==> config.mk <==
export PLATFORM = sky130hd
export DESIGN_NAME = store_unit
export DESIGN_NICKNAME = d
export VERILOG_FILES = /design/src/rtl/store_unit.sv
export SDC_FILE = /design/constraint.sdc
export NUM_CORES = 1
export LEC_CHECK = 0
export ABC_AREA = 1
export ABC_CLOCK_PERIOD_IN_PS = 4700
export CAP_MARGIN = 15
export CELL_PAD_IN_SITES_DETAIL_PLACEMENT = 0
export CELL_PAD_IN_SITES_GLOBAL_PLACEMENT = 1
export CORE_ASPECT_RATIO = 1.75
export CORE_UTILIZATION = 34
export DETAILED_ROUTE_END_ITERATION = 10
export PLACE_DENSITY_LB_ADDON = 0.1
export RECOVER_POWER = 25
export SLEW_MARGIN = 25
export SYNTH_ARGS = -nofsm -noshare
export SYNTH_HDL_FRONTEND = slang
export SYNTH_SLANG_ARGS = --single-unit
==> constraint.sdc <==
create_clock -name clk -period 4.7 [get_ports clk]
set_clock_uncertainty 0.2 [all_clocks]
set_input_delay 0.47 -clock clk [delete_from_list [all_inputs] [get_ports clk]]
set_output_delay 0.47 -clock clk [all_outputs]
set_load 0.005 [all_outputs]
==> src/rtl/store_unit.sv <==
// S-type store unit (SB/SH/SW): computes rs1 + sext(imm) and streams rs2 into an
// 8-bit single-port RAM one byte per cycle, little-endian, with an en/done handshake.
module store_unit #(
  parameter int XPRLEN = 32,
  parameter int ADDR_W = 8
) (
  input  logic              clk,
  input  logic              rst_n,
  input  logic              en,
  input  logic [2:0]        funct3,
  input  logic [XPRLEN-1:0] rs1_value,
  input  logic [XPRLEN-1:0] rs2_value,
  input  logic [6:0]        imm_hi,
  input  logic [4:0]        imm_lo,
  output logic [ADDR_W-1:0] ram_address,
  output logic [7:0]        ram_data,
  output logic              ram_wren,
  output logic              busy,
  output logic              done,
  output logic              err
);

  localparam logic [1:0] IDLE  = 2'd0;
  localparam logic [1:0] WRITE = 2'd1;
  localparam logic [1:0] DONE  = 2'd2;

  logic [1:0]        state;
  logic [2:0]        cnt;
  logic [2:0]        nbytes_q;
  logic [XPRLEN-9:0] data_q;

  logic [XPRLEN-1:0] imm_sext;
  logic [XPRLEN-1:0] ea_next;
  logic [2:0]        nbytes;
  logic              legal;
  logic              unused_ea_bits;

  assign imm_sext = {{(XPRLEN-12){imm_hi[6]}}, imm_hi, imm_lo};
  assign ea_next  = rs1_value + imm_sext;
  // Only the RAM-address bits and the alignment bits of the effective address matter.
  assign unused_ea_bits = &{1'b0, ea_next[XPRLEN-1:ADDR_W]};

  // NOTE: every variable assigned here gets a default first, so no latch is inferred.
  always_comb begin
    nbytes = 3'd0;
    legal  = 1'b0;
    case (funct3)
      3'b000: begin nbytes = 3'd1; legal = 1'b1;                end
      3'b001: begin nbytes = 3'd2; legal = ~ea_next[0];         end
      3'b010: begin nbytes = 3'd4; legal = (ea_next[1:0] == 2'b00); end
      default: begin nbytes = 3'd0; legal = 1'b0;               end
    endcase
  end

  // NOTE: sequential state uses non-blocking assignments only, so every register
  // samples pre-edge values regardless of statement order.
  always_ff @(posedge clk or negedge rst_n) begin
    if (!rst_n) begin
      state       <= IDLE;
      cnt         <= 3'd0;
      nbytes_q    <= 3'd0;
      data_q      <= '0;
      ram_address <= '0;
      ram_data    <= 8'h00;
      ram_wren    <= 1'b0;
      busy        <= 1'b0;
      done        <= 1'b0;
      err         <= 1'b0;
    end else begin
      done <= 1'b0;
      err  <= 1'b0;
      case (state)
        // The edge that ends the DONE cycle may already accept the next store.
        IDLE, DONE: begin
          if (en) begin
            if (legal) begin
              state       <= WRITE;
              cnt         <= 3'd1;
              nbytes_q    <= nbytes;
              data_q      <= rs2_value[XPRLEN-1:8];
              ram_address <= ea_next[ADDR_W-1:0];
              ram_data    <= rs2_value[7:0];
              ram_wren    <= 1'b1;
              busy        <= 1'b1;
            end else begin
              state <= DONE;
              done  <= 1'b1;
              err   <= 1'b1;
            end
          end else begin
            state <= IDLE;
          end
        end
        WRITE: begin
          if (cnt == nbytes_q) begin
            state    <= DONE;
            cnt      <= 3'd0;
            ram_wren <= 1'b0;
            busy     <= 1'b0;
            done     <= 1'b1;
          end else begin
            // Address wraps by natural truncation to ADDR_W bits.
            ram_address <= ram_address + 1'b1;
            ram_data    <= data_q[7:0];
            data_q      <= data_q >> 8;
            cnt         <= cnt + 3'd1;
          end
        end
        default: state <= IDLE;
      endcase
    end
  end

endmodule

== Word level (Yosys, flattened, before mapping) ==
Index checks and enable logic that the tools add are counted.
Widths: inputs -> output; s select.

* Register bits: 51
* Word-level logic and storage cells: 62

* $add $sub $neg: 3
* Eq/ne operators: 9
* Muxes and demuxes: 31
* Bitwise operators: 1
* Reduce and logical (&&, ||, !) cells: 9

{| class="wikitable"
|+ Operator list
! operator !! count
|-
| $mux 24 || 3
|-
| $mux 8 || 6
|-
| $pmux 24 s2 || 1
|-
| $pmux 8 s2 || 2
|-
| $mux 3 || 3
|-
| $pmux 3 s3 || 1
|-
| $add 8x1->8 const B || 1
|-
| $add 8x8->8 || 1
|-
| $ne 2x2->1 const B || 4
|-
| $reduce_and 4->1 || 2
|-
| $mux 1 || 7
|-
| $mux 2 || 3
|-
| $pmux 3 s2 || 1
|-
| $reduce_and 3->1 || 2
|-
| $logic_not 2->1 || 2
|-
| $pmux 1 s2 || 2
|-
| $pmux 2 s2 || 1
|-
| $add 3x1->3 const B || 1
|-
| $eq 3x1->1 const B || 1
|-
| $eq 3x2->1 const B || 1
|-
| $eq 3x3->1 || 1
|-
| $logic_not 3->1 || 1
|-
| $pmux 1 s3 || 1
|-
| $eq 2x1->1 const B || 1
|-
| other kinds (4) || 4
|}

== Longest topological paths before layout ==
Gate-level depths: netlist of run 1.

* Depth in word-level cells: 6
* Depth in mapped cells: 13
* Mapped depth without buffers: 13

== Least setup slack after synthesis of run 1 ==
OpenSTA, ideal clock, no wires.

* Path type: input -> register
* Start: input port rs1_value[0]
* End: register ram_address[2]
* Setup time: 0.117 ns
* Arrival time: 1.848 ns
* Required time: 4.383 ns
* Setup slack: 2.535 ns
* Stages on the path: 11
* Cells stage by stage: ha_1 -> inv_1 -> fa_1 -> nand3_2 -> nand3_2 -> nand2_4 -> nand2_4 -> buf_12 -> buf_12 -> nand2_1 -> nand2_1

* Word-level cells in the longest chain between the ends: 5
* Elaborated cells between the ends (all ways): 9
* Those cells by class: add/sub (1); eq/ne (1); mux (4); bitwise (1); reduce/logical (2)

{| class="wikitable"
|+ Ends and longest elaborated chain
! item !! RTL line !! source
|-
| from (decl) || 11 || <nowiki>input logic [XPRLEN-1:0] rs1_value,</nowiki>
|-
| $add 8x8->8 (*) || 39 || <nowiki>assign ea_next = rs1_value + imm_sext;</nowiki>
|-
| $logic_not 2->1 or $not 1->1 (tied branches) || 50, 49 ||
|-
| $pmux 1 s3 || 47 || <nowiki>case (funct3)</nowiki>
|-
| $ne 2x2->1 (no line) || - ||
|-
| $reduce_and 4->1 (no line) || - ||
|-
| to (signal assigned) || 81 || <nowiki>ram_address <= ea_next[ADDR_W-1:0];</nowiki>
|-
| to (signal assigned) || 103 || <nowiki>ram_address <= ram_address + 1'b1;</nowiki>
|-
| to (decl) || 15 || <nowiki>output logic [ADDR_W-1:0] ram_address,</nowiki>
|}

Mark *: on every way between the ends. The rest lies on a longest branch, timed or not. The select of a mux whose other input is x is not followed.
A chain may end at the register's enable or synchronous reset.

==> results.py, run 1 <==
metrics = {
    "clocking": {
        "cts_tree": "done",
        "clk_path_buf_depth": 2,
        "cts_setup_buffers": 0,
        "ctsResizeCount": 0,
        "cts.hold.buffers_added": 0,
        "numCtsBuffers": 5,
        "cts_root_buf": "clkbuf_16",
        "cts_max_level": 2,
        "clock_latency_ps": 290,
        "cts.reportedPaths.clkPinSlew_ps": 70,
        "clock_sinks": 51,
    },
    "layout": {
        "final_common_cell": "nand2_1",
        "drive_gt1_share_pct": 4.21,
        "final_cell_mix": "143 x nand2_1, 72 x clkdlybuf4s50_1, 57 x o21ai_0",
        "areaGrowthSynthToFinish_pct": 31.3,
        "fin_area_mm2": 0.00375,
        "seqCellArea_mm2": 0.00128,
        "nFillCells": 813,
        "finalNetCount": 542,
        "multi_input_area_mm2": 0.00129,
        "diodes": 0,
    },
    "setup_path": {
        "path_class": "input pin to asynchronous set/reset pin",
        "crit_required_ps": 4280,
        "crit_fanout": 51,
        "path_buf_inv": 2,
        "arrival_ps": 2580,
        "cp_slowest_stage_delay_ps": 1990,
        "critPathTopFamily": "buffers and inverters",
        "slowest_stage": "clkbuf_1",
        "start_kind": "input pin",
        "endpoint_kind": "asynchronous set/reset pin",
        "timing.critical_path.cells": "buf_2 > clkbuf_1",
    },
    "power_and_ir_drop": {
        "p_sw_share_pct": 35.0,
        "peakVddDrop_mv": 0.279,
        "netSwitchingPower_w": 0.000639,
        "clkPwrFrac_pct": 20.5,
        "powerDensity_mw_per_mm2": 486,
        "sequentialPowerShare_pct": 40.4,
        "p_comb_share_pct": 39.1,
        "leakage_nw": 1.85,
        "intPower_w": 0.00118,
    },
    "timing": {
        "hold_viol_final": 0,
        "final.min_clock_period_ps": 3000,
        "fin_tns_setup_ps": 0,
        "drv_slew": 52,
        "tightest_slew_ps": 2850,
        "fmax_ghz": 0.334,
        "finalSetupViolations": 0,
        "min_period_over_period_pct": 63.8,
        "hold_ws_ps": 269,
        "rsz0062_at_grt": "false",
        "max_slew_margin_pct": -89.9,
    },
    "floorplan": {
        "ios": 102,
        "row_count": 43,
        "core_mm2": 0.00802,
        "initial_core_util_pct": 35.7,
        "die_area_mm2": 0.00880,
        "die_x_um": 71.3,
        "dieHeight_um": 123,
    },
    "route": {
        "top_layer_used": "met4",
        "dr.pass1.iters": 7,
        "dr_wl_met3_um": 193,
        "wire_per_inst_um": 11.3,
        "drt_iter0_markers": 130,
        "met1Wirelength_um": 2630,
        "viasPerCell": 4.57,
        "routed_wl_um": 6120,
        "ant_nets": 0,
        "drc": 4,
        "wl_met2_um": 3160,
        "vias": 2474,
    },
    "run": {
        "cap_violations": 1,
    },
    "synthesis": {
        "syn_area_mm2": 0.00286,
        "synth_top_cells_by_area": "dfrtp_1 45%, nand2_1 19%, o21ai_0 10%",
        "ys_seq_elements": 51,
        "synth_seq_area_share_pct": 44.6,
        "ys.flop_type": "dfrtp_1",
        "synthCells": 384,
        "synth_area_leader_cell": "dfrtp_1",
        "synth_edf_count": 0,
        "synth_fp_nets": 476,
        "yosysWarnings": 0,
        "async_reset_ff_share_pct": 100,
        "avgSynthCellArea_um2": 7.45,
        "synth_top_area_share_pct": 44.6,
        "synth_cell_types": 26,
    },
    "global_route": {
        "grt_max_degree": 63,
        "antenna_found_initial": 0,
        "overflow": 0,
        "grt_pass1_wl_um": 10500,
        "grt_usage_pct": 15.4,
        "grt_pass1_vias": 2293,
    },
    "status": {
        "violations": "design-rule violations, max-capacitance violations, max-slew violations",
        "status": "finished, violations left",
    },
    "worst_hold_path": {
        "hold_path.class": "flip-flop to flip-flop",
    },
    "placement": {
        "placed_area_mm2": 0.00361,
        "place.gp.congestion": 0.774,
        "io_buffers": 73,
        "hpwl_um": 4280,
    },
}
## path summary, 6_finish.rpt
kind	startpoint	end	slack [ps]	cells past startpoint
max	rst_n	ram_address[2]	1700	2
max in group clk	rs1_value[0]	ram_data[2]	1820	11
min in group asynchronous	rst_n	ram_address[7]	990	2
min	ram_data[6]	ram_data[6]	270	2
max reg2reg	state[0]	ram_data[2]	2210	7
min reg2reg	ram_data[6]	ram_data[6]	270	2
## through the flow
step / util [%] / total power (W) / instances / setup slack (ps)
after floorplan: - / 0.00119 / 384 / 2540
after global placement: 45.0 / 0.00145 / 533 / 1470
after detailed placement: 45.0 / 0.00147 / 533 / 1430
after CTS: 46.9 / 0.00186 / 541 / 1740
after global routing: 46.8 / 0.00199 / 541 / 911
final: 46.8 / 0.00182 / 541 / 1700
## sequential cells by signal (all words and copies together) (netlist names)
signal       flops
data_q          24
ram_address      8
ram_data         8
cnt              3
nbytes_q         3
state            2
busy             1
done             1
err              1
## area by class of cell
cell class                 instances  area share [%]
timing repair buffer              74            19.4
sequential                        51            34.0
clock inverter                     2           0.367
tap                               90            3.00
inverter                          52            5.20
multi-input combinational        266            34.3
clock buffer                       6            3.70
## power groups by stage
stage	Clock (W)	Sequential [W]	Combinational, W
CTS	0.000394	0.000739	0.000730
floorplan	0	0.000732	0.000454
finish	0.000373	0.000737	0.000712
global route	0.000410	0.000761	0.000822
detailed placement	0	0.000748	0.000724
global placement	0	0.000742	0.000712
## cells in the mapped netlist (2+ instances only)
| cell type | instances |
|---|---|
| o21ai_1 | 2 |
| nand2_4 | 2 |
| buf_2 | 6 |
| nand3_1 | 18 |
| nand4_1 | 2 |
| xnor2_1 | 7 |
| ha_1 | 9 |
| dfrtp_1 | 51 |
| inv_1 | 48 |
| a21oi_1 | 3 |
| nand3b_1 | 2 |
| o22ai_1 | 2 |
| or2_2 | 2 |
| o21ai_0 | 57 |
| nor2_1 | 11 |
| buf_12 | 2 |
| nand3_2 | 2 |
| inv_2 | 3 |
| nand2_1 | 143 |
| clkbuf_1 | 6 |
## metal layers
layer | global-route usage [%] | up-vias
met2 | 26.8 | 46
met1 | 18.2 | 1093
met5 | 0 | -
met4 | 6.75 | 0
met3 | 3.10 | 8
li1 | - | 1327
## cells by family (layout without fill, tap and decap cells)
logic type,Yosys count,in the layout,share of synthesized area (%)
simple gates,184,184,26.8
compound gates,65,65,11.5
buf+inv,67,134,10.3
fa+ha+maj,10,10,4.64
xor+xnor,7,7,2.14
flops,51,51,44.6
(Power assumes the default switching activity.)
==> run 2: changes to the inputs <==
- ABC_CLOCK_PERIOD_IN_PS: 4700 -> 2500
- CORE_UTILIZATION: 34 -> 29
- clock period: 4.7 -> 2.5 ns (I/O delays scaled with it)
==> run 2 against run 1 <==
Compared with the run above:
- the flow now finishes without violations
- clock power is 91% higher
- sequential share of layout area is 1.1 points lower
- worst setup slack worse by 1400 ps
- first-iteration DRC count is 52% lower
- clock-buffer cell count stayed put
- sequential power is 87% higher
- non-clock buffer count is 7 higher
- largest power group is now combinational logic
==> results.py, run 2 (synthesized netlist as in run 1, its figures left out) <==
metrics = {
    "placement": {
        "pre_cts_ws_ps": 26.5,
        "io_buffers": 73,
        "hpwl_um": 4620,
        "place.gp.congestion": 0.716,
    },
    "layout": {
        "areaGrowthSynthToFinish_pct": 35.5,
        "final_common_cell": "nand2_1",
        "finalNetCount": 549,
        "regMostFlops": "data_q",
        "drive_gt1_share_pct": 5.46,
        "diodes": 0,
        "final_cell_mix": "143 x nand2_1, 72 x clkdlybuf4s50_1, 57 x o21ai_0",
        "largest_reg_flops": 24,
        "reg_top3": "data_q x24, ram_address x8, ram_data x8",
    },
    "floorplan": {
        "core_mm2": 0.00953,
        "die_x_um": 77.1,
        "die_area_mm2": 0.0103,
        "ios": 102,
        "dieHeight_um": 133,
        "row_count": 47,
        "initial_core_util_pct": 30.0,
    },
    "global_route": {
        "grt_usage_pct": 13.4,
        "grt_max_degree": 63,
        "antenna_found_initial": 0,
        "overflow": 0,
        "grt_pass1_vias": 2334,
        "grt_pass1_wl_um": 10900,
    },
    "route": {
        "ant_nets": 0,
        "routed_wl_um": 6440,
        "wire_per_inst_um": 11.1,
        "drt_iter0_markers": 63,
        "dr.pass1.iters": 4,
        "drc": 0,
        "viasPerCell": 4.26,
        "vias": 2470,
    },
    "power_and_ir_drop": {
        "leakage_nw": 1.89,
        "power_w": 0.00349,
        "powerDensity_mw_per_mm2": 902,
        "peakVddDrop_mv": 0.325,
    },
    "setup_path": {
        "slowest_stage": "fa_1",
        "arrival_ps": 2140,
        "crit_required_ps": 2480,
        "start_kind": "input pin",
        "endpoint_kind": "flip-flop",
        "path_class": "input pin to flip-flop",
        "cp_slowest_stage_delay_ps": 530,
        "rrSetupSlack_ps": 650,
        "timing.critical_path.cells": "clkdlybuf4s50_1 > ha_1 > inv_1 > fa_1 > nand3_2 > nand3_2 > nand2_4 > nand2_4 > inv_2 > nand2_1 > nand2_1",
        "crit_fanout": 14,
    },
    "timing": {
        "fmax_ghz": 0.464,
        "fin_ws_ps": 343,
        "finalSetupViolations": 0,
        "final.min_clock_period_ps": 2160,
        "tightest_slew_ps": 1240,
        "min_period_over_period_pct": 86.3,
        "fin_tns_setup_ps": 0,
        "hold_viol_final": 0,
        "drv_slew": 0,
        "max_slew_margin_pct": 17.1,
        "rsz0062_at_grt": "false",
    },
    "run": {
        "cap_violations": 0,
    },
    "clocking": {
        "cts_tree": "done",
        "clock_latency_ps": 290,
        "clk_path_buf_depth": 2,
        "cts_root_buf": "clkbuf_16",
        "cts.reportedPaths.clkPinSlew_ps": 70,
        "numCtsBuffers": 5,
        "cts_max_level": 2,
        "clock_sinks": 51,
    },
    "worst_hold_path": {
        "hold_path.class": "input pin to asynchronous set/reset pin",
    },
    "status": {
        "status": "finished clean",
    },
}
-- run 2: cell count changes in the layout (fill, tap and decap cells not counted) --
cell and delta:
dlygate4sd3_1 +1, clkbuf_2 +1, buf_12 +2, buf_4 +4, buf_2 -1
-- run 2: worst paths after layout --
kind                         startpoint        endpoint  cells after the start
setup / recovery           rs1_value[0]  ram_address[1]                     11
hold / removal                    rst_n             err                      2
max in group asynchronous         rst_n  ram_address[2]                      3
hold reg to reg             ram_data[6]     ram_data[6]                      2
min in group clk            ram_data[6]     ram_data[6]                      2
setup reg to reg               state[0]       data_q[6]                      6
-- run 2: metrics by stage --
step,util (%),cell area [um2],instances,hold slack [ps]
floorplan,-,2860,384,-246
global placement,39.0,3720,571,-121
detailed placement,39.0,3720,571,-116
CTS,40.7,3880,580,93.7
global route,40.7,3870,580,194
finish,40.7,3870,580,152
-- run 2: where the power goes --
| part | internal, W | total (W) | switching [W] | leakage, nW |
|---|---|---|---|---|
| Clock | 0.000401 | 0.000711 | 0.000310 | 0.0772 |
| Sequential | 0.00118 | 0.00138 | 0.000198 | 0.638 |
| Combinational | 0.000693 | 0.00140 | 0.000707 | 1.18 |
-- run 2: layout make-up --
type / instances / area (um2)
well taps: 122 / 153
fillers: 1019 / 5650
multi-input cells: 266 / 1290
clock inverters: 2 / 13.8
flip-flops and latches: 51 / 1280
repair buffers: 81 / 810
clock buffers: 6 / 139
inverters: 52 / 195
-- run 2: what timing repair did --
item / CTS / global route
hold endpoints to repair: 4 / 0
hold buffers: 1 / 0
buffers inserted: 0 / 0
gates resized for setup: 0 / 0
-- run 2: routing by layer --
| layer | routed length, um | track usage [%] | vias to the layer above |
|---|---|---|---|
| met5 | 0 | 0 | - |
| met2 | 3250 | 23.3 | 46 |
| met3 | 237 | 2.60 | 9 |
| met1 | 2860 | 16.5 | 1075 |
| met4 | 93 | 4.40 | 0 |
| li1 | - | - | 1340 |
-- run 2: worst max-delay path, delay by kind of cell --
family / cells / cell delay, ps
adders and majority gates: 2 / 690
buffers and inverters: 3 / 650
and+or+nand+nor: 6 / 530
==> run 3: changes to the inputs <==
- REMOVE_ABC_BUFFERS: not set -> 1
==> run 3 against run 2 <==
Compared with the run above:
- via count grew 2.6%
- hold slack gained 130 ps
- global-route usage grew 1.3 points
- cell count rose by 0.17%
- critical endpoint is now ram_data[0]
- largest power group unchanged
==> results.py, run 3 (synthesized netlist as in run 1, its figures left out) <==
metrics = {
    "setup_path": {
        "cp_slowest_stage_delay_ps": 530,
        "crit_fanout": 14,
        "reg2reg_to": "data_q[4]",
        "critPathTopFamily": "adder cells",
        "crit_required_ps": 2480,
        "endpoint_kind": "flip-flop",
        "timing.critical_path.cells": "clkdlybuf4s50_1 > ha_1 > inv_1 > fa_1 > nand3_2 > nand3_2 > nand2_4 > nand2_4 > inv_2 > nand2_1 > nand2_1",
        "reg2reg_depth": 6,
        "r2r-start": "state[0]",
        "start_kind": "input pin",
        "arrival_ps": 2180,
        "path_buf_inv": 3,
        "slowest_stage": "fa_1",
        "path_class": "input pin to flip-flop",
        "rrSetupSlack_ps": 620,
    },
    "clocking": {
        "clock_sinks": 51,
        "clock_latency_ps": 290,
        "ctsResizeCount": 0,
        "cts.reportedPaths.clkPinSlew_ps": 60,
        "cts_root_buf": "clkbuf_16",
        "cts_max_level": 2,
        "clk_path_buf_depth": 2,
        "cts_tree": "done",
        "numCtsBuffers": 5,
    },
    "placement": {
        "io_buffers": 73,
        "hpwl_um": 4980,
        "place.gp.congestion": 0.724,
        "pre_cts_ws_ps": -22.3,
    },
    "global_route": {
        "grt_max_degree": 63,
        "grt_pass1_wl_um": 11900,
        "grt_usage_pct": 14.7,
        "antenna_found_initial": 0,
        "grt_pass1_vias": 2559,
        "overflow": 0,
    },
    "layout": {
        "final_common_cell": "nand2_1",
        "areaGrowthSynthToFinish_pct": 36.7,
        "drive_gt1_share_pct": 5.66,
        "reg_top3": "data_q x24, ram_address x8, ram_data x8",
        "final_cell_mix": "143 x nand2_1, 72 x clkdlybuf4s50_1, 57 x o21ai_0",
        "largest_reg_flops": 24,
        "diodes": 0,
        "regMostFlops": "data_q",
        "finalNetCount": 551,
    },
    "timing": {
        "tightest_slew_ps": 1390,
        "rsz0062_at_grt": "false",
        "fin_tns_setup_ps": 0,
        "max_slew_margin_pct": 7.09,
        "min_period_over_period_pct": 88.2,
        "fmax_ghz": 0.453,
        "hold_viol_final": 0,
        "drv_slew": 0,
        "final.min_clock_period_ps": 2210,
        "fin_ws_ps": 294,
        "finalSetupViolations": 0,
        "hold_ws_ps": 280,
    },
    "route": {
        "ant_nets": 0,
        "drt_iter0_markers": 110,
        "viasPerCell": 4.36,
        "dr.pass1.iters": 4,
        "wire_per_inst_um": 11.8,
        "routed_wl_um": 6880,
        "vias": 2535,
        "drc": 0,
    },
    "worst_hold_path": {
        "whs_path_depth": 2,
        "hold_path.class": "flip-flop to flip-flop",
        "min_to": "ram_data[0]",
        "hold_path_startpoint": "ram_data[0]",
    },
    "power_and_ir_drop": {
        "peakVddDrop_mv": 0.402,
        "powerDensity_mw_per_mm2": 901,
        "power_w": 0.00352,
        "leakage_nw": 1.91,
    },
    "run": {
        "cap_violations": 0,
    },
    "floorplan": {
        "initial_core_util_pct": 30.0,
        "die_x_um": 77.1,
        "row_count": 47,
        "ios": 102,
        "core_mm2": 0.00953,
        "dieHeight_um": 133,
        "die_area_mm2": 0.0103,
    },
    "status": {
        "status": "finished clean",
    },
}
## run 3: changes by cell type in the layout (fill, tap and decap cells not counted)
cell | previous run | this run
buf_12 | 2 | 4
buf_4 | 4 | 5
clkbuf_2 | 1 | 0
inv_6 | 1 | 0
## run 3: how the worst max path moves through the flow
stage                       from              to  slack [ps]  cells after the start
detailed placement  rs1_value[0]     ram_data[6]         -20                     11
global placement    rs1_value[0]  ram_address[7]          -1                     11
CTS                 rs1_value[0]     ram_data[0]         270                     11
floorplan           rs1_value[0]  ram_address[7]         390                     10
finish              rs1_value[0]     ram_data[0]         290                     11
global route           imm_lo[0]     ram_data[3]         160                     11
## run 3: per-layer routing
metal | GRT usage (%) | share of wire (%) | up-vias
met5 | 0 | 0 | -
met4 | 5.35 | 1.6 | 0
met3 | 2.19 | 3.9 | 6
met2 | 27.5 | 52 | 64
met1 | 16.5 | 43 | 1119
li1 | - | - | 1346
## run 3: where the power goes
group,internal (W),switching [W],leakage (nW)
registers,0.00119,0.000205,0.638
clock network,0.000391,0.000289,0.0727
logic,0.000716,0.000734,1.20
total,0.00229,0.00123,1.91
## run 3: timing repair
| action | 4_1_cts | 5_1_grt |
|---|---|---|
| endpoints found under the hold margin | 23 | 0 |
| hold buffers | 1 | 0 |
| setup buffers | 0 | 0 |
## run 3: layout make-up
class | instances | area, um2
Fill cell | 1057 | 5620
Clock buffer | 6 | 139
Inverter | 52 | 195
Clock inverter | 1 | 5.00
Multi-Input combinational cell | 266 | 1290
Tap cell | 122 | 153
Sequential cell | 51 | 1280
Timing Repair Buffer | 83 | 852
## run 3: worst register-to-register path, delay by kind of cell (launching register included)
family / cells / cell delay (ps)
compound gates: 2 / 310
buf+inv: 2 / 720
simple gates: 2 / 150
flops: 1 / 380
## run 3: metrics by stage
stage	utilization [%]	std cells	area (um2)
2_1_floorplan	-	369	2760
3_3_place_gp	39.4	573	3760
3_5_place_dp	39.4	573	3760
4_1_cts	41.0	581	3910
5_1_grt	41.0	581	3910
6_report	41.0	581	3910
